### src/rtl/clock_enable_gen_pkg.sv
// Shared types and helpers for the clock-enable generator.
// Counter widths depend on the top-level parameters, so they are derived there via cnt_w().
package clock_enable_gen_pkg;

    typedef enum logic [1:0] {
        WAIT_LOCK = 2'd0,
        FILTER    = 2'd1,
        RELEASE   = 2'd2,
        RUN       = 2'd3
    } ceg_state_e;

    // Counter width for a modulus n; never narrower than one bit.
    function automatic int cnt_w(input int n);
        return (n > 1) ? $clog2(n) : 1;
    endfunction

endpackage

### src/rtl/clk_div_ch.sv
// One clock-enable channel: programmable divider with a shadowed divide value
// that is only applied at a period boundary (or immediately while idle).
module clk_div_ch
    import clock_enable_gen_pkg::*;
#(
    parameter int DIV_W     = 8,
    parameter int DIV_RESET = 0
) (
    input  logic             clk,
    input  logic             resetn,
    input  logic             active,
    input  logic             load,
    input  logic [DIV_W-1:0] div_new,
    output logic             ce,
    output logic             busy
);

    logic [DIV_W-1:0] div_r;
    logic [DIV_W-1:0] shadow_r;
    logic [DIV_W-1:0] cnt_r;
    logic             ce_r;
    logic             busy_r;
    logic             wrap_s;
    logic             apply_s;

    assign wrap_s  = (cnt_r == div_r);
    // A load on the applying cycle wins: the fresh value waits for the next boundary.
    assign apply_s = busy_r && !load && (!active || wrap_s);

    // Divider counter, strobe, shadow capture and deferred divide update.
    always_ff @(posedge clk or negedge resetn) begin
        if (!resetn) begin
            div_r    <= DIV_W'(DIV_RESET);
            shadow_r <= DIV_W'(DIV_RESET);
            cnt_r    <= {DIV_W{1'b0}};
            ce_r     <= 1'b0;
            busy_r   <= 1'b0;
        end else begin
            if (active) begin
                if (wrap_s) begin
                    cnt_r <= {DIV_W{1'b0}};
                    ce_r  <= 1'b1;
                end else begin
                    cnt_r <= cnt_r + DIV_W'(1'b1);
                    ce_r  <= 1'b0;
                end
            end else begin
                cnt_r <= {DIV_W{1'b0}};
                ce_r  <= 1'b0;
            end

            if (apply_s) begin
                div_r <= shadow_r;
            end else begin
                div_r <= div_r;
            end

            if (load) begin
                shadow_r <= div_new;
                busy_r   <= 1'b1;
            end else if (apply_s) begin
                busy_r   <= 1'b0;
            end else begin
                busy_r   <= busy_r;
            end
        end
    end

    assign ce   = ce_r;
    assign busy = busy_r;

endmodule

### src/rtl/clock_enable_gen.sv
// Single-clock enable generator: lock qualification, staggered channel reset
// release and NUM_CH glitch-free programmable clock-enable strobes.
module clock_enable_gen
    import clock_enable_gen_pkg::*;
#(
    parameter int NUM_CH      = 4,
    parameter int DIV_W       = 8,
    parameter int LOCK_FILT   = 16,
    parameter int RST_STAGGER = 8,
    parameter int DIV_RESET   = 0
) (
    input  logic                    clk,
    input  logic                    resetn,
    input  logic                    pll_lock_i,
    input  logic [NUM_CH*DIV_W-1:0] div_i,
    input  logic                    div_load_i,
    input  logic [NUM_CH-1:0]       ch_en_i,
    output logic [NUM_CH-1:0]       ce_o,
    output logic [NUM_CH-1:0]       rst_n_o,
    output logic                    locked_o,
    output logic [NUM_CH-1:0]       busy_o
);

    localparam int FILT_W = cnt_w(LOCK_FILT);
    localparam int STG_W  = cnt_w(RST_STAGGER);
    localparam int IDX_W  = cnt_w(NUM_CH);

    // The WAIT_LOCK cycle that first sees lock_s already counts as one qualified
    // cycle, so FILTER leaves after LOCK_FILT-1 further high cycles.
    localparam logic [FILT_W-1:0] FILT_LAST = FILT_W'((LOCK_FILT > 1) ? (LOCK_FILT - 2) : 0);
    localparam logic [STG_W-1:0]  STG_LAST  = STG_W'(RST_STAGGER - 1);
    localparam logic [IDX_W-1:0]  IDX_LAST  = IDX_W'(NUM_CH - 1);

    logic              lock_meta_r;
    logic              lock_sync_r;
    ceg_state_e        state_r, state_s;
    logic [FILT_W-1:0] filt_cnt_r, filt_cnt_s;
    logic [STG_W-1:0]  stg_cnt_r, stg_cnt_s;
    logic [IDX_W-1:0]  idx_r, idx_s;
    logic [NUM_CH-1:0] rst_n_r, rst_n_s;
    logic              locked_r, locked_s;
    logic              run_s;

    // Two-flop synchroniser for the asynchronous PLL lock.
    always_ff @(posedge clk or negedge resetn) begin
        if (!resetn) begin
            lock_meta_r <= 1'b0;
            lock_sync_r <= 1'b0;
        end else begin
            lock_meta_r <= pll_lock_i;
            lock_sync_r <= lock_meta_r;
        end
    end

    // Sequencer state, counters and registered reset/lock outputs.
    always_ff @(posedge clk or negedge resetn) begin
        if (!resetn) begin
            state_r    <= WAIT_LOCK;
            filt_cnt_r <= {FILT_W{1'b0}};
            stg_cnt_r  <= {STG_W{1'b0}};
            idx_r      <= {IDX_W{1'b0}};
            rst_n_r    <= {NUM_CH{1'b0}};
            locked_r   <= 1'b0;
        end else begin
            state_r    <= state_s;
            filt_cnt_r <= filt_cnt_s;
            stg_cnt_r  <= stg_cnt_s;
            idx_r      <= idx_s;
            rst_n_r    <= rst_n_s;
            locked_r   <= locked_s;
        end
    end

    // Next-state logic: lock filtering, staggered release, lock-loss fallback.
    always_comb begin
        state_s    = state_r;
        filt_cnt_s = filt_cnt_r;
        stg_cnt_s  = stg_cnt_r;
        idx_s      = idx_r;
        rst_n_s    = rst_n_r;
        locked_s   = 1'b0;
        case (state_r)
            WAIT_LOCK: begin
                rst_n_s = {NUM_CH{1'b0}};
                if (lock_sync_r) begin
                    state_s    = FILTER;
                    filt_cnt_s = {FILT_W{1'b0}};
                end else begin
                    state_s    = WAIT_LOCK;
                end
            end
            FILTER: begin
                if (!lock_sync_r) begin
                    state_s = WAIT_LOCK;
                    rst_n_s = {NUM_CH{1'b0}};
                end else if (filt_cnt_r == FILT_LAST) begin
                    state_s   = RELEASE;
                    stg_cnt_s = {STG_W{1'b0}};
                    idx_s     = {IDX_W{1'b0}};
                end else begin
                    filt_cnt_s = filt_cnt_r + FILT_W'(1'b1);
                end
            end
            RELEASE: begin
                if (!lock_sync_r) begin
                    state_s = WAIT_LOCK;
                    rst_n_s = {NUM_CH{1'b0}};
                end else if (stg_cnt_r == STG_LAST) begin
                    rst_n_s[idx_r] = 1'b1;
                    stg_cnt_s      = {STG_W{1'b0}};
                    if (idx_r == IDX_LAST) begin
                        state_s  = RUN;
                        locked_s = 1'b1;
                    end else begin
                        idx_s    = idx_r + IDX_W'(1'b1);
                    end
                end else begin
                    stg_cnt_s = stg_cnt_r + STG_W'(1'b1);
                end
            end
            RUN: begin
                if (!lock_sync_r) begin
                    state_s = WAIT_LOCK;
                    rst_n_s = {NUM_CH{1'b0}};
                end else begin
                    locked_s = 1'b1;
                end
            end
            default: begin
                state_s = WAIT_LOCK;
                rst_n_s = {NUM_CH{1'b0}};
            end
        endcase
    end

    // Dividers stop on the very edge that lock_s drops, together with the resets.
    assign run_s = (state_r == RUN) && lock_sync_r;

    for (genvar k = 0; k < NUM_CH; k++) begin : g_ch
        clk_div_ch #(
            .DIV_W     (DIV_W),
            .DIV_RESET (DIV_RESET)
        ) u_ch (
            .clk     (clk),
            .resetn  (resetn),
            .active  (run_s & ch_en_i[k]),
            .load    (div_load_i),
            .div_new (div_i[k*DIV_W +: DIV_W]),
            .ce      (ce_o[k]),
            .busy    (busy_o[k])
        );
    end

    assign rst_n_o  = rst_n_r;
    assign locked_o = locked_r;

endmodule
### config.mk
export PLATFORM = sky130hd
export DESIGN_NAME = clock_enable_gen
export DESIGN_NICKNAME = d
export VERILOG_FILES = /design/src/rtl/clock_enable_gen_pkg.sv /design/src/rtl/clk_div_ch.sv /design/src/rtl/clock_enable_gen.sv
export SDC_FILE = /design/constraint.sdc
export NUM_CORES = 1
export LEC_CHECK = 0
export ABC_AREA = 1
export BUFFER_PORTS_ARGS = -buffer_cell sky130_fd_sc_hd__buf_2
export CAP_MARGIN = 20
export CORE_UTILIZATION = 59
export DETAILED_ROUTE_END_ITERATION = 8
export GPL_TIMING_DRIVEN = 0
export PLACE_DENSITY = 0.79
export SLEW_MARGIN = 20
export SYNTH_ARGS = -nofsm -noshare
export SYNTH_HDL_FRONTEND = slang
export SYNTH_SLANG_ARGS = --single-unit
### constraint.sdc
create_clock -name clk -period 2 [get_ports clk]
set_clock_uncertainty 0.2 [all_clocks]
set_input_delay 0.1 -clock clk [delete_from_list [all_inputs] [get_ports clk]]
set_output_delay 0.1 -clock clk [all_outputs]
set_load 0.01 [all_outputs]
== After elaboration in Yosys (flattened, before gate mapping) ==
Cells that the tools add are included.

* Word-level logic and storage cells: 154
* Latch bits: 0
* Output and inout port bits: 13
* Bits of input ports: 40
* RAM bits: 0
* Bits in read-only memories: 0
* Memories kept: 0
* Flip-flop bits (word level): 122

* Equality and inequality tests: 22
* Muxes and demuxes: 58
* Reductions and logical operators: 32
* Multiply operators: 0
* Order comparisons: 2
* Shift-type cells: 0
* Add/sub/neg operators: 7
* Divide/modulo/power cells: 0
* Bitwise operators: 5

{| class="wikitable"
|+ Operator list
! operator !! count
|-
| 8-bit 2-to-1 mux || 8
|-
| 8-bit by 1-bit adder with 8-bit output (second input constant) || 4
|-
| 8-bit equality test || 4
|-
| 4-bit 2-to-1 mux || 6
|-
| 1-bit 2-to-1 mux || 22
|-
| 2-bit 2-to-1 mux || 11
|-
| 2-bit != test (second input constant) || 9
|-
| 3-bit 2-to-1 mux || 4
|-
| 4-bit case mux with 3 select lines || 1
|-
| 4-bit AND reduction || 3
|-
| 2-bit nonzero test || 6
|-
| 1-bit logical AND || 10
|-
| 3-bit != test (second input constant) || 3
|-
| 2-bit case mux with 4 select lines || 1
|-
| 4-bit case mux with 2 select lines || 1
|-
| 2-bit equality test (second input constant) || 3
|-
| 3-bit case mux with 2 select lines || 1
|-
| 6-bit AND reduction || 1
|-
| 1-bit logical NOT || 5
|-
| 4-bit by 1-bit adder with 4-bit output (second input constant) || 1
|-
| 1-bit bitwise AND || 4
|-
| 4-bit equality test (second input constant) || 1
|-
| 1-bit logical OR || 4
|-
| 4-bit OR || 1
|-
| other kinds (12) || 12
|}

== Logic depth before layout (Yosys ltp) ==
Gate-level depths: netlist of run 1.

* Depth after elaboration: 8
* Gate-level depth with buffers: 10
* Mapped depth without buffers: 10

== Cells and area by module ==
From an unflattened synthesis of run 1, not the netlist that was laid out.

* Cell total of the unflattened synthesis: 717
* Area, all modules: 5804.3 µm²

{| class="wikitable"
|+ Modules (own cells, without submodules)
! module !! seq. area each (µm²) !! cells an instance !! instances !! area an instance (µm²)
|-
| clk_div_ch || 650.6 || 150 || 4 || 1209.9
|-
| clock_enable_gen || 450.4 || 117 || 1 || 964.7
|}

== Least setup slack after synthesis of run 1 ==
Ideal clock, no wire load.

* Path kind: reg-to-reg
* From: register filt_cnt_r[0]
* To: register idx_r[1]
* Arrival time: 1219 ps
* Data required time: 1717 ps
* Library setup time: 83 ps
* Stages on the path, launching flop included: 9
* Setup slack: 498 ps
* Clock period less this slack: 1502 ps
* Path buffers: 0
* Path through: dfrtp_1 -> inv_1 -> ha_1 -> nand3_1 -> o21ai_0 -> nand2_1 -> nor2_2 -> nand3_1 -> o21ai_0

* Word-level cells in the longest chain between the ends: 3

{| class="wikitable"
|+ RTL lines
! element !! line !! source
|-
| start, declared || clock_enable_gen.sv:37 || <nowiki>logic [FILT_W-1:0] filt_cnt_r, filt_cnt_s;</nowiki>
|-
| start signal, assigned || clock_enable_gen.sv:59 || <nowiki>filt_cnt_r <= {FILT_W{1'b0}};</nowiki>
|-
| start signal, assigned || clock_enable_gen.sv:66 || <nowiki>filt_cnt_r <= filt_cnt_s;</nowiki>
|-
| 4-bit equality test || clock_enable_gen.sv:96 || <nowiki>end else if (filt_cnt_r == FILT_LAST) begin</nowiki>
|-
| 2-bit != test (no line) || n/a ||
|-
| 6-bit AND reduction (no line) || n/a ||
|-
| end signal, assigned || clock_enable_gen.sv:61 || <nowiki>idx_r <= {IDX_W{1'b0}};</nowiki>
|-
| end signal, assigned || clock_enable_gen.sv:68 || <nowiki>idx_r <= idx_s;</nowiki>
|-
| end, declared || clock_enable_gen.sv:39 || <nowiki>logic [IDX_W-1:0] idx_r, idx_s;</nowiki>
|}

Every way passes these cells.
A chain may end at the register's enable or synchronous reset.

==> flow_summary.json, run 1 <==
{
  "fin_nets": 880,
  "ir_drop_uv": 668.3,
  "ys.flop_type": "dfrtp_1",
  "crit_chain": "dlygate4sd3_1 > buf_2 > nand2_1 > dlygate4sd3_1 > nand2_1 > dlygate4sd3_1",
  "whs_path_depth": 2,
  "setup_violations": 0,
  "grt_pass1_vias": 5062,
  "drtIter0Drc": 242,
  "fmax_mhz": 532.6,
  "synth-edff-count": 0,
  "syn_nets": 756,
  "vias_per_cell": 5.092,
  "grt_pass1_wl_microns": 22980,
  "fin_crit_sh": 0.9388,
  "area_growth_pct": 27.35,
  "yosys.area.top_type": "dfrtp_1",
  "worst_hold_path_type": "in2reg",
  "required_ns": 2.20,
  "status": "finished, final reports clean",
  "grt_max_degree": 65,
  "cts_sinks": 122,
  "die_h_microns": 100.9,
  "yosys_warnings": 0,
  "drive_gt1_frac": 0.1395,
  "report.final.slew_viol_count": 0,
  "synth_top_area_share": 0.5292,
  "crit_path_start_kind": "input port",
  "grtUsageTotal": 0.2990,
  "avgSynthCellArea_sq_um": 8.195,
  "start_util": 0.6156,
  "crit_path_frequent_cell": "dlygate4sd3_1",
  "cp_max_fo": 10,
  "rsz0062_at_grt": "no",
  "core_sq_um": 9371,
  "postCtsResizedCells": 0,
  "clk_pin_slew_ns": 0.05,
  "cts_buffers": 17,
  "drtPass1Iterations": 5,
  "cpPeakStageDelay_ns": 0.55,
  "wl_per_cell_microns": 13.99,
  "pin_count": 53,
  "io_buffers": 51,
  "critical_path.top_delay_family": "buffers and inverters",
  "period_needed_ns": 1.878,
  "cts_root_buffer": "clkbuf_8",
  "cts_hold_buffers": 53,
  "floorplan.rows": 35,
  "total_power_uw": 7038,
  "path_depth": 6,
  "yosysSeqAreaShare": 0.5292,
  "synthArstFlopShare": 1.000,
  "drt_wl_total_microns": 13550,
  "cp-end-kind": "register",
  "dieArea_sq_um": 10180,
  "reg2reg_depth": 8,
  "die_w_microns": 100.9,
  "worst_pin_slew_ns": 0.6997,
  "cap_violations": 0,
  "ys_ff_latch": 122,
  "drc_errors": 0,
  "final-hold-violation-count": 0,
  "dp_hpwl_microns": 7993,
  "gp_congestion": 0.8689,
  "critPathArrivalTime_ns": 2.07,
  "worstSetupPathType": "in2reg",
  "insertion_delay_ns": 0.52,
  "final_antenna_net_count": 0,
  "antenna_found_initial": 0,
  "r2r_start": "state_r[0]$_DFFE_PN0P_",
  "cts_tree": "built",
  "vias": 4929,
  "overflow": 0,
  "leakage_uw": 0.003753,
  "power_density_nw_per_um2": 957.9,
  "synth_common_cells": "nand2_1, dfrtp_1, inv_1",
  "synth_area_leaders": "dfrtp_1, nand2_1, inv_1",
  "hp-start": "pll_lock_i",
  "cts_setup_buffers": 0,
  "h-tree-depth": 4,
  "synth_area_sq_um": 5769,
  "maxSlewHeadroom": 0.5286,
  "crit_slowest_cell": "dlygate4sd3_1",
  "setup_tns_ns": 0,
  "ys_types": 31,
  "cts_max_path_buffers": 2,
  "cp-startpoint": "div_load_i",
  "syn_inst": 704,
  "holdWs_ns": 0.06354,
  "crit_buf_inv": 4,
  "diodes": 0,
  "yosysMostFrequentCell": "nand2_1"
}
==> registers in the layout (all words and copies together) (netlist names), 2 cells and up <==
name	cells
g_ch.u_ch.cnt_r	32
g_ch.u_ch.div_r	32
g_ch.u_ch.shadow_r	32
filt_cnt_r	4
g_ch.u_ch.busy	4
g_ch.u_ch.ce	4
rst_n_o	4
stg_cnt_r	3
idx_r	2
state_r	2
==> cell usage in the layout, fill, tap and decap left out, drive strengths merged, types with 8 or more instances in the layout <==
cell type	Yosys	layout
a21oi	14	14
clkinv	4	8
nand2	292	292
inv	77	77
buf	15	67
dlygate4sd3	0	53
ha	12	12
xnor2	16	16
dfrtp	122	122
nor3	16	16
nor2	57	57
o21ai	15	15
nand3	51	51
clkbuf	4	26
==> report_power, final <==
| part | switching (uW) | leakage, uW | internal [uW] |
|---|---|---|---|
| clock | 1050 | 0.000295 | 2070 |
| sequential | 208 | 0.00158 | 2720 |
| combinational | 592 | 0.00188 | 399 |
==> final cells by class <==
type                            instances  area [sq um]
Timing Repair Buffer                  105         819.5
Multi-Input combinational cell        482          2275
Tap cell                              129         161.4
Fill cell                             637          2024
Buffer                                 19         136.4
Clock buffer                           22         452.9
Inverter                               81         305.3
Sequential cell                       122          3053
Clock inverter                          8         143.9
==> logic make-up (layout without fill, tap and decap cells) <==
logic type      Yosys count  count (layout)  synth area share
simple gates            417             417            0.3073
flops                   122             122            0.5292
buf+inv                 100             235           0.07655
compound gates           33              33           0.03058
xor+xnor                 20              20           0.03036
fa+ha+maj                12              12           0.02602
==> path summary, 6_finish.rpt <==
check                                                  endpoint  slack (ns)
min reg2reg                               lock_sync_r$_DFF_PN0_        0.16
min                                       lock_meta_r$_DFF_PN0_        0.06
max                        g_ch[2].u_ch.shadow_r[2]$_DFFE_PN0P_        0.12
max reg2reg                   g_ch[0].u_ch.div_r[3]$_DFFE_PN0P_        0.15
min in group asynchronous                rst_n_o[1]$_DFFE_PN0P_        0.49
max in group asynchronous     g_ch[1].u_ch.div_r[4]$_DFFE_PN0P_        0.41
==> per-stage QoR <==
step | instance area, sq um | setup slack (ns) | utilization | instances
2_1_floorplan | 5769 | 0.4981 | - | 704
3_3_place_gp | 6186 | -0.8455 | 0.6601 | 884
3_5_place_dp | 6220 | 0.2350 | 0.6637 | 885
4_1_cts | 7347 | 0.1671 | 0.7840 | 968
5_1_grt | 7347 | 0.01566 | 0.7840 | 968
6_report | 7347 | 0.1224 | 0.7840 | 968
==> worst reg2reg max path, delay by kind of cell (launching register included) <==
family        cells  cell delay [ns]
buf+inv           2             0.27
flops             1             0.46
simple gates      6             0.79
==> per-layer routing <==
metal | global-route usage | wire length, microns | vias to the layer above
li1 | - | - | 2411
met1 | 0.3417 | 5342 | 2332
met2 | 0.5379 | 7262 | 154
met3 | 0.06449 | 638 | 32
met4 | 0.1327 | 301 | 0
met5 | 0 | 0 | -
(Power assumes the default switching activity.)
==> inputs of run 2 (changes only) <==
--- a/config.mk
+++ b/config.mk
@@ -8,10 +8,10 @@
 export ABC_AREA = 1
 export BUFFER_PORTS_ARGS = -buffer_cell sky130_fd_sc_hd__buf_2
 export CAP_MARGIN = 20
-export CORE_UTILIZATION = 59
+export CORE_UTILIZATION = 55
 export DETAILED_ROUTE_END_ITERATION = 8
 export GPL_TIMING_DRIVEN = 0
-export PLACE_DENSITY = 0.79
+export PLACE_DENSITY = 0.75
 export SLEW_MARGIN = 20
 export SYNTH_ARGS = -nofsm -noshare
 export SYNTH_HDL_FRONTEND = slang
==> run 2 against run 1 <==
Effect of this change: setup slack lost 0.031 ns; largest cell class unchanged; via count up 0.71%; die area increased by 7.1%; critical endpoint is now g_ch[2].u_ch.shadow_r[1]$_DFFE_PN0P_; first-iteration DRC count fell by 4.1%; hold slack lost 0.040 ns; largest power group unchanged.
==> flow_summary.json, run 2 (synthesis gave the netlist of run 1 again) <==
{
  "die_w_microns": 104.4,
  "cts_tree": "built",
  "drive_gt1_frac": 0.1385,
  "hp-start": "pll_lock_i",
  "setup_violations": 0,
  "gp_congestion": 0.8590,
  "cap_violations": 0,
  "diodes": 0,
  "wl_per_cell_microns": 13.58,
  "floorplan.rows": 37,
  "required_ns": 2.25,
  "clk_pin_slew_ns": 0.06,
  "grtUsageTotal": 0.2749,
  "reg2reg_depth": 8,
  "crit_path_start_kind": "input port",
  "grt_pass1_wl_microns": 23200,
  "critPathArrivalTime_ns": 2.16,
  "grt_pass1_vias": 5120,
  "antenna_found_initial": 0,
  "cp-end-kind": "register",
  "cts_max_path_buffers": 2,
  "final_antenna_net_count": 0,
  "area_growth_pct": 29.36,
  "status": "finished, final reports clean",
  "dieArea_sq_um": 10900,
  "finalInstanceArea_sq_um": 7463,
  "period_needed_ns": 1.909,
  "holdWs_ns": 0.02341,
  "maxSlewHeadroom": 0.5556,
  "cts_setup_buffers": 0,
  "io_buffers": 51,
  "internal_power_uw": 5117,
  "report.final.slew_viol_count": 0,
  "start_util": 0.5639,
  "cp_max_fo": 10,
  "fmax_mhz": 523.8,
  "cts_buffers": 17,
  "drtIter0Drc": 232,
  "r2r_end": "idx_r[1]$_DFFE_PN0P_",
  "clkPwrFrac": 0.436,
  "p_seq_frac": 0.420,
  "dp_hpwl_microns": 7990,
  "fin_crit_sh": 0.9545,
  "h-tree-depth": 4,
  "drc_errors": 0,
  "comb_power_share": 0.144,
  "core_sq_um": 10230,
  "vias_per_cell": 5.024,
  "insertion_delay_ns": 0.52,
  "layout_common_cells": "nand2_1, dfrtp_1, inv_1",
  "min_to": "lock_meta_r$_DFF_PN0_",
  "p_switching_uw": 1837,
  "top_regs": "g_ch.u_ch.cnt_r (32), g_ch.u_ch.div_r (32), g_ch.u_ch.shadow_r (32)",
  "rsz0062_at_grt": "no",
  "finalWorstSetupSlack_ns": 0.09101,
  "grt_max_degree": 69,
  "cts_root_buffer": "clkbuf_8",
  "overflow": 0,
  "worst_hold_path_type": "in2reg",
  "final_common_cell": "nand2_1",
  "r2r_slack_ns": 0.23,
  "cts_sinks": 122,
  "drtPass1Iterations": 5,
  "place_area_sq_um": 6228,
  "swShare": 0.2642,
  "final-hold-violation-count": 0,
  "worstSetupPathType": "in2reg",
  "ir_drop_uv": 929.3,
  "drt_wl_total_microns": 13420,
  "leakage_uw": 0.003780,
  "pin_count": 53,
  "power_density_nw_per_um2": 931.7,
  "die_h_microns": 104.4,
  "whs_path_depth": 2,
  "place_ws_ns": 0.2667,
  "r2r_start": "filt_cnt_r[0]$_DFFE_PN0P_",
  "vias": 4964,
  "fin_nets": 892,
  "worst_pin_slew_ns": 0.6642
}
run 2: cell count changes in the layout (fill, tap and decap cells not counted), sizes merged:
cell and change:
bufinv -1, clkbuf +1, clkinvlp +1, dlygate4sd3 +12
run 2: through the flow:
stage / total power (uW) / setup TNS (ns) / utilization / instances
global route: 7283 / 0 / 0.7295 / 988
floorplan: 3532 / 0 / - / 704
finish: 6954 / 0 / 0.7295 / 988
CTS: 6971 / 0 / 0.7295 / 988
global placement: 3758 / -102.25 / 0.6055 / 891
detailed placement: 3828 / 0 / 0.6088 / 892
run 2: what timing repair did:
| item | CTS | global route |
|---|---|---|
| hold endpoints to repair | 217 | 0 |
| resized for setup | 0 | 0 |
| hold buffers | 65 | 0 |
run 2: critical path: stages:
cell and delay (ns):
dlygate4sd3_1 0.53, buf_2 0.25, nand2_1 0.07, dlygate4sd3_1 0.56, nand2_1 0.08, dlygate4sd3_1 0.56
run 2: power by group through the flow:
stage	clock network, uW	registers, uW	logic, uW
after floorplan	0	2910	626
after global placement	0	2940	820
after detailed placement	0	2950	874
after CTS	3050	2920	998
after global routing	3180	2950	1150
final	3030	2920	1000
run 2: worst max path at each step:
stage / depth (start not counted) / end / start / slack (ns)
2_1_floorplan: 8 / idx_r[1]$_DFFE_PN0P_ / filt_cnt_r[0]$_DFFE_PN0P_ / 0.50
3_3_place_gp: 1 / g_ch[1].u_ch.shadow_r[0]$_DFFE_PN0P_ / resetn / -0.85
3_5_place_dp: 8 / g_ch[1].u_ch.div_r[6]$_DFFE_PN0P_ / state_r[0]$_DFFE_PN0P_ / 0.27
4_1_cts: 6 / g_ch[2].u_ch.shadow_r[1]$_DFFE_PN0P_ / div_load_i / 0.18
5_1_grt: 8 / idx_r[0]$_DFFE_PN0P_ / filt_cnt_r[0]$_DFFE_PN0P_ / 0.007
6_report: 6 / g_ch[2].u_ch.shadow_r[1]$_DFFE_PN0P_ / div_load_i / 0.09
run 2: final cells by class:
class | count | area, sq um
Sequential cell | 122 | 3053
Timing Repair Buffer | 117 | 939.7
Fill cell | 732 | 2768
Inverter | 81 | 305.3
Multi-Input combinational cell | 482 | 2275
Tap cell | 136 | 170.2
Buffer | 19 | 136.4
Clock inverter | 8 | 117.6
Clock buffer | 23 | 466.7
run 2: metal layers:
metal	global-route usage	part of all wire
met4	0.1347	0.032
met3	0.07143	0.041
met2	0.4797	0.51
met5	0	0
met1	0.3117	0.41
